[config.mk]
export PLATFORM = sky130hd
export DESIGN_NAME = show_ahead_fifo_reader
export DESIGN_NICKNAME = d
export VERILOG_FILES = /design/src/rtl/show_ahead_fifo_reader.sv
export SDC_FILE = /design/constraint.sdc
export NUM_CORES = 1
export LEC_CHECK = 0
export BUFFER_PORTS_ARGS = -buffer_cell sky130_fd_sc_hd__buf_4
export CAP_MARGIN = 40
export CORE_MARGIN = 2
export CORE_UTILIZATION = 50
export CTS_CLUSTER_SIZE = 8
export DETAILED_ROUTE_END_ITERATION = 10
export GPL_TIMING_DRIVEN = 0
export HOLD_SLACK_MARGIN = 0.1
export MAX_ROUTING_LAYER = met4
export PLACE_DENSITY = 0.76
export SYNTH_ARGS = -nofsm -noshare
export SYNTH_HDL_FRONTEND = slang
export SYNTH_SLANG_ARGS = --single-unit
[constraint.sdc]
create_clock -name clock -period 4.3 [get_ports clock]
set_input_delay 0.215 -clock clock [delete_from_list [all_inputs] [get_ports clock]]
set_output_delay 0.215 -clock clock [all_outputs]
set_load 0.03 [all_outputs]
[src/rtl/show_ahead_fifo_reader.sv]
// Read-side consumer for a show-ahead FIFO: pops into a 2-entry registered
// skid buffer and presents a valid/ready stream; rdreq never depends on out_ready.
module show_ahead_fifo_reader #(
  parameter int unsigned WIDTH       = 32,
  parameter int unsigned COUNT_WIDTH = 16
) (
  input  logic                   clock,
  input  logic                   rst_n,
  input  logic                   fifo_empty,
  input  logic [WIDTH-1:0]       fifo_q,
  output logic                   fifo_rdreq,
  output logic                   out_valid,
  output logic [WIDTH-1:0]       out_data,
  input  logic                   out_ready,
  output logic [1:0]             occupancy,
  output logic [COUNT_WIDTH-1:0] words_read
);

  typedef enum logic [1:0] {
    EMPTY = 2'd0,
    ONE   = 2'd1,
    TWO   = 2'd2
  } state_e;

  state_e                 state_q, state_d;
  logic [WIDTH-1:0]       out_data_q, out_data_d;
  logic [WIDTH-1:0]       skid_q, skid_d;
  logic [COUNT_WIDTH-1:0] words_read_q, words_read_d;
  logic                   run_en_q, run_en_d;
  logic                   pop, accept;

  always_ff @(posedge clock or negedge rst_n) begin
    if (!rst_n) begin
      state_q      <= EMPTY;
      out_data_q   <= '0;
      skid_q       <= '0;
      words_read_q <= '0;
      run_en_q     <= 1'b0;
    end else begin
      state_q      <= state_d;
      out_data_q   <= out_data_d;
      skid_q       <= skid_d;
      words_read_q <= words_read_d;
      run_en_q     <= run_en_d;
    end
  end

  // run_en holds off popping for one cycle after reset release.
  always_comb begin
    state_d      = state_q;
    out_data_d   = out_data_q;
    skid_d       = skid_q;
    run_en_d     = 1'b1;
    words_read_d = pop ? words_read_q + COUNT_WIDTH'(1) : words_read_q;
    case (state_q)
      EMPTY: begin
        if (pop) begin
          out_data_d = fifo_q;
          state_d    = ONE;
        end
      end
      ONE: begin
        if (pop && accept) begin
          out_data_d = fifo_q;
        end else if (pop) begin
          skid_d  = fifo_q;
          state_d = TWO;
        end else if (accept) begin
          state_d = EMPTY;
        end
      end
      TWO: begin
        if (accept) begin
          out_data_d = skid_q;
          state_d    = ONE;
        end
      end
      default: state_d = EMPTY;
    endcase
  end

  always_comb begin
    fifo_rdreq = run_en_q & ~fifo_empty & (state_q != TWO);
    out_valid  = (state_q != EMPTY);
    occupancy  = state_q;
    out_data   = out_data_q;
    words_read = words_read_q;
    pop        = fifo_rdreq;
    accept     = out_valid & out_ready;
  end

endmodule

==> Yosys cells after proc, flatten, opt, wreduce, memory -nomap -nowiden <==
Cells that the tools add are included.
{ "op_classes": {"add_sub_neg": 1, "eq_ne": 8, "muxes": 10, "bitwise_logic": 5, "n_reduce_logical": 7} }
{ "op_table": {"columns": ["operator", "count"], "rows": [
  ["$mux 32", 3],
  ["$pmux 32 s3", 1],
  ["$add 16x1->16 const B", 1],
  ["$mux 2", 5],
  ["$ne 2x2->1 const B", 5],
  ["$reduce_and 4->1", 2],
  ["$pmux 2 s3", 1],
  ["$and 1x1->1", 3],
  ["$ne 3x3->1 const B", 1],
  ["$reduce_and 3->1", 1],
  ["$reduce_bool 3->1", 1],
  ["$eq 2x1->1 const B", 1],
  ["$eq 2x2->1 const B", 1],
  ["$logic_not 2->1", 1],
  ["$not 1->1", 2],
  ["$reduce_bool 2->1", 1],
  ["$logic_and 1x1->1", 1]
]} }
{ "word_totals": {"register_bits": 83, "in_bits": 36, "output_inout_bits": 52, "word_cells": 36} }

==> Longest topological paths before layout <==
{ "depth": {"depth_word": 6, "ltp_mapped": 6, "depth_no_buf": 5} }

==> Worst setup path before layout <==
OpenSTA, ideal clock, no wires.
{ "synth_path": {"path_kind": "reg2reg", "from": "register state_q[1], in the netlist occupancy[1]", "to": "register words_read_q[1], in the netlist words_read[1]", "arrival_ns": 1.674, "required_ns": 4.175, "path_slack_ns": 2.502, "stages_incl_launch_ff": 5, "n_path_buf": 1, "synth_period_minus_slack_ns": 1.798, "cell_sequence": "dfrtp_1 -> nor2b_4 -> buf_6 -> nor2_2 -> mux2_2"} }
{ "synth_via": {"elab_chain_cells": 2} }
{ "synth_lines": {"columns": ["item", "line", "rtl"], "rows": [
  ["from (decl)", "25", "state_e state_q, state_d;"],
  ["from (signal assigned)", "40", "state_q <= state_d;"],
  ["$ne 2x2->1", "83", "fifo_rdreq = run_en_q & ~fifo_empty & (state_q != TWO);"],
  ["$and 1x1->1", "83", null],
  ["named net fifo_rdreq", "11", "output logic fifo_rdreq,"],
  ["to (signal assigned)", "43", "words_read_q <= words_read_d;"],
  ["to (decl)", "28", "logic [COUNT_WIDTH-1:0] words_read_q, words_read_d;"]
]} }
The timed path passes the listed nets, and every way through them passes these cells.
A chain may end at the register's enable or synchronous reset.

==> Final worst setup path <==
{ "layout_path": {"from": "register state_q[1], in the netlist occupancy[1]", "to": "output port fifo_rdreq"} }
{ "layout_via": {"elab_chain_cells": 2} }
{ "layout_lines": {"columns": ["item", "line"], "rows": [
  ["$ne 2x2->1", "83"],
  ["$and 1x1->1", "83"],
  ["to (decl)", "11"]
]} }
Every way passes these cells.

==> flow_summary.toml <==
[power]
vdd_drop_max_mv = 0.325
static-leakage-power_nw = 2.18
power-per-cell-area_mw_per_mm2 = 553

[floorplan]
initial_utilization_pct = 51.8
floorplan.die.height_um = 88.1
io-pin-count = 88
std_cell_rows = 30
coreArea_mm2 = 0.00683
die_boundary_width_um = 88.1
die_area_mm2 = 0.00776

[worst_setup_path]
timing.reg2reg.setup_slack_ns = 2.57
crit_buf_inv = 2
timing.critical_path.fanout_max = 9
setup.worst_path.start = "occupancy[1]"
crit_path_max_incr_delay_ns = 0.48
worst_ep_arrival_time_ns = 1.60
cpLargestDelayFamily = "flip-flops"
required_ns = 4.09
cp_slowest_cell = "sky130_fd_sc_hd__dfrtp_1"
r2r_cells = 4
r2r_start = "occupancy[0]"
reg2reg_to = "skid_q[23]"
timing.critical_path.to_type = "output port"
worst_setup_path_start_kind = "flop"
crit_type = "flop to output port"
critical_path.cell_chain = "nor2b_4 > buf_6 > nor2_2 > buf_4"

[placed_design]
port_buffers = 87
place_congestion = 0.781
total_placed_cells_including_tap_cells = 462
detailedPlacementHpwl_mm = 4.98
placed_cell_areas_mm2 = 0.00434

[logic_synthesis]
synth_enable_flop_cells = 0
post_synth_instance_area_mm2 = 0.00354
synth-warning-count = 0
syn_area_per_cell_um2 = 12.7
share_of_synthesized_area_occupied_by_flip_flops_and_latches_pct = 58.7
instance_count_of_the_mapped_netlist = 278
synth.area.top_cells = "sky130_fd_sc_hd__dfrtp_1 (59%), sky130_fd_sc_hd__mux2i_1 (9.3%), sky130_fd_sc_hd__mux2_2 (8.0%), sky130_fd_sc_hd__a21oi_1 (4.8%), sky130_fd_sc_hd__nor2_1 (3.6%)"
yosys.cell_count.top_type = "sky130_fd_sc_hd__dfrtp_1"
syn-num-nets = 315
synth_commonest_cells = "sky130_fd_sc_hd__dfrtp_1 (83), sky130_fd_sc_hd__a21oi_1 (34), sky130_fd_sc_hd__nor2_1 (34)"
ys_async_sr_fraction_pct = 100
yosys.area.top_type = "sky130_fd_sc_hd__dfrtp_1"
area_share_of_the_leading_cell_type_in_the_synthesized_netlist_pct = 58.7
post_synth_num_cell_types = 28
synth_seq_cells = 83
synth_ff_type = "sky130_fd_sc_hd__dfrtp_1"

[global_route]
grt_antenna_before_repair = 0
grt_pass1_vias = 2590
gr-total-overflow = 0
grtUsageTotal_pct = 21.6
grt_pass1_wl_mm = 12.3
maximum_number_of_pins_on_one_net_before_global_route_repair = 50

[timing]
setup-tns-final_ns = 0
finClkSkew_ns = 0.0121
grt_setup_unrepaired = "false"
setup-violations-final = 0
timing.final.max_slew_violations = 0
hold_slack_ns = 0.115
timing_hold_violations_final = 0
final_period_minus_worst_setup_slack_ns = 1.82
period_share_pct = 42.3
maxClockFrequency_mhz = 550

[drt]
drt-total-wl_mm = 7.49
vias_per_cell = 5.00
num_vias = 2513
drt.antenna.violating_nets = 0
drt_iter0_markers = 100
detailed_route_wire_length_per_cell_um = 14.9
first_pass_iters = 4
route.detailed.drc = 0

[clocking]
clkLatencyLatePin_ns = 0.35
cts_root_buffer = "sky130_fd_sc_hd__clkbuf_8"
ctsHtreeMaxLevel = 3
cts_inserted_buffers = 9
cts_tree = "built"
worst_setup_hold_path_clk_slew_ns = 0.07
cts-root-to-sink-buffers = 2
postCtsSetupRepairBufs = 0
cts.sinks = 83

[cells_and_area]
fin_area_mm2 = 0.00488
insertedDiodeCount = 0
final_net_count = 440
drive_gt1_share_pct = 36.1
fin_cells = 503
num-fill-cells = 497
areaGrowthSynthToFinish_pct = 37.8

[job]
max-cap-violations = 0

[hold_path]
hold_path.startpoint = "fifo_q[11]"
holdPathStages = 2
worst_hold_path.endpoint = "skid_q[11]"
holdCritPathClass = "primary input to flop"

[status]
run_status = "complete, no violations"
-- worst max path at each step --
stage	endpoint	depth (start not counted)
after floorplan	words_read[1]	4
after global placement	skid_q[23]	4
after detailed placement	skid_q[23]	4
after CTS	fifo_rdreq	4
after global routing	fifo_rdreq	4
final	fifo_rdreq	4
-- cells in the final DEF (no fill, tap or decap) --
cell | netlist | final
sky130_fd_sc_hd__buf_4 | 3 | 90
sky130_fd_sc_hd__dfrtp_1 | 83 | 83
sky130_fd_sc_hd__nor2_1 | 34 | 34
sky130_fd_sc_hd__a21oi_1 | 34 | 34
sky130_fd_sc_hd__mux2i_1 | 33 | 33
sky130_fd_sc_hd__dlygate4sd3_1 | 0 | 26
sky130_fd_sc_hd__mux2_2 | 25 | 25
sky130_fd_sc_hd__xnor2_1 | 12 | 12
sky130_fd_sc_hd__buf_2 | 9 | 9
sky130_fd_sc_hd__clkbuf_8 | 0 | 9
sky130_fd_sc_hd__mux2_1 | 8 | 8
sky130_fd_sc_hd__nand2_1 | 7 | 7
sky130_fd_sc_hd__nand3_1 | 5 | 5
sky130_fd_sc_hd__bufinv_16 | 0 | 5
sky130_fd_sc_hd__nand4_1 | 4 | 4
sky130_fd_sc_hd__and4_1 | 3 | 3
sky130_fd_sc_hd__xor2_1 | 3 | 3
sky130_fd_sc_hd__nor4_4 | 2 | 2
sky130_fd_sc_hd__or2_2 | 1 | 1
sky130_fd_sc_hd__nor2b_4 | 1 | 1
sky130_fd_sc_hd__buf_6 | 1 | 1
sky130_fd_sc_hd__nand2b_1 | 1 | 1
sky130_fd_sc_hd__nor2_2 | 1 | 1
sky130_fd_sc_hd__and2b_1 | 1 | 1
sky130_fd_sc_hd__nand3b_1 | 1 | 1
sky130_fd_sc_hd__o31ai_4 | 1 | 1
sky130_fd_sc_hd__clkbuf_4 | 1 | 1
sky130_fd_sc_hd__and3_1 | 1 | 1
sky130_fd_sc_hd__o22ai_1 | 1 | 1
sky130_fd_sc_hd__ha_1 | 1 | 1
sky130_fd_sc_hd__clkbuf_1 | 0 | 1
sky130_fd_sc_hd__buf_16 | 0 | 1
sky130_fd_sc_hd__conb_1 | 1 | 1
-- final cells by class --
type	count	area, µm²	share of cell area (%)
timing repair buffer	114	941	19.3
multi-input combinational	181	1370	28.2
tap	96	120	2.46
clock buffer	10	128	2.62
buffer	14	86.3	1.77
clock inverter	5	150	3.08
sequential	83	2080	42.6
-- power by group --
group | switching, mW | total, mW | internal (mW)
Clock | 0.269 | 0.769 | 0.501
Sequential | 0.143 | 1.15 | 1.00
Combinational | 0.432 | 0.779 | 0.347
-- per-layer routing --
layer,vias up,share of wire (%),GRT usage (%)
met1,1229,44,27.4
met3,12,3.7,4.90
met5,-,0,-
met2,57,51,34.1
met4,0,1.4,8.13
li1,1215,-,-
-- per-stage QoR --
step / utilization, % / power, mW / worst slack (ns)
6_report: 71.4 / 2.69 / 2.48
5_1_grt: 71.4 / 2.84 / 2.39
4_1_cts: 70.9 / 2.72 / 2.46
3_5_place_dp: 63.5 / 1.93 / 2.55
3_3_place_gp: 63.1 / 1.89 / 2.56
2_1_floorplan: - / 1.62 / 2.50
-- sequential cells by signal (all words and copies together) (netlist names) --
signal and flops:
words_read 16, occupancy 2, out_data 32, skid_q 32
run_en_q 1
-- cells by family (layout without fill, tap and decap cells) --
| kind of cell | after synthesis | in the layout | synth area share (%) |
|---|---|---|---|
| adder cells (fa/ha/maj) | 1 | 1 | 0.354 |
| XOR/XNOR | 15 | 15 | 3.71 |
| flip-flops | 83 | 83 | 58.7 |
| AO/OA/AOI/OAI | 36 | 36 | 5.59 |
| AND/OR/NAND/NOR | 62 | 62 | 9.23 |
| buffers and inverters | 14 | 143 | 2.44 |
| other | 1 | 1 | 0.106 |
| multiplexers | 66 | 66 | 19.8 |
-- repair_timing --
item,4_1_cts,5_1_grt
gates resized for setup,0,0
endpoints found under the hold margin,56,3
hold buffers,23,3
(Power assumes the default switching activity.)
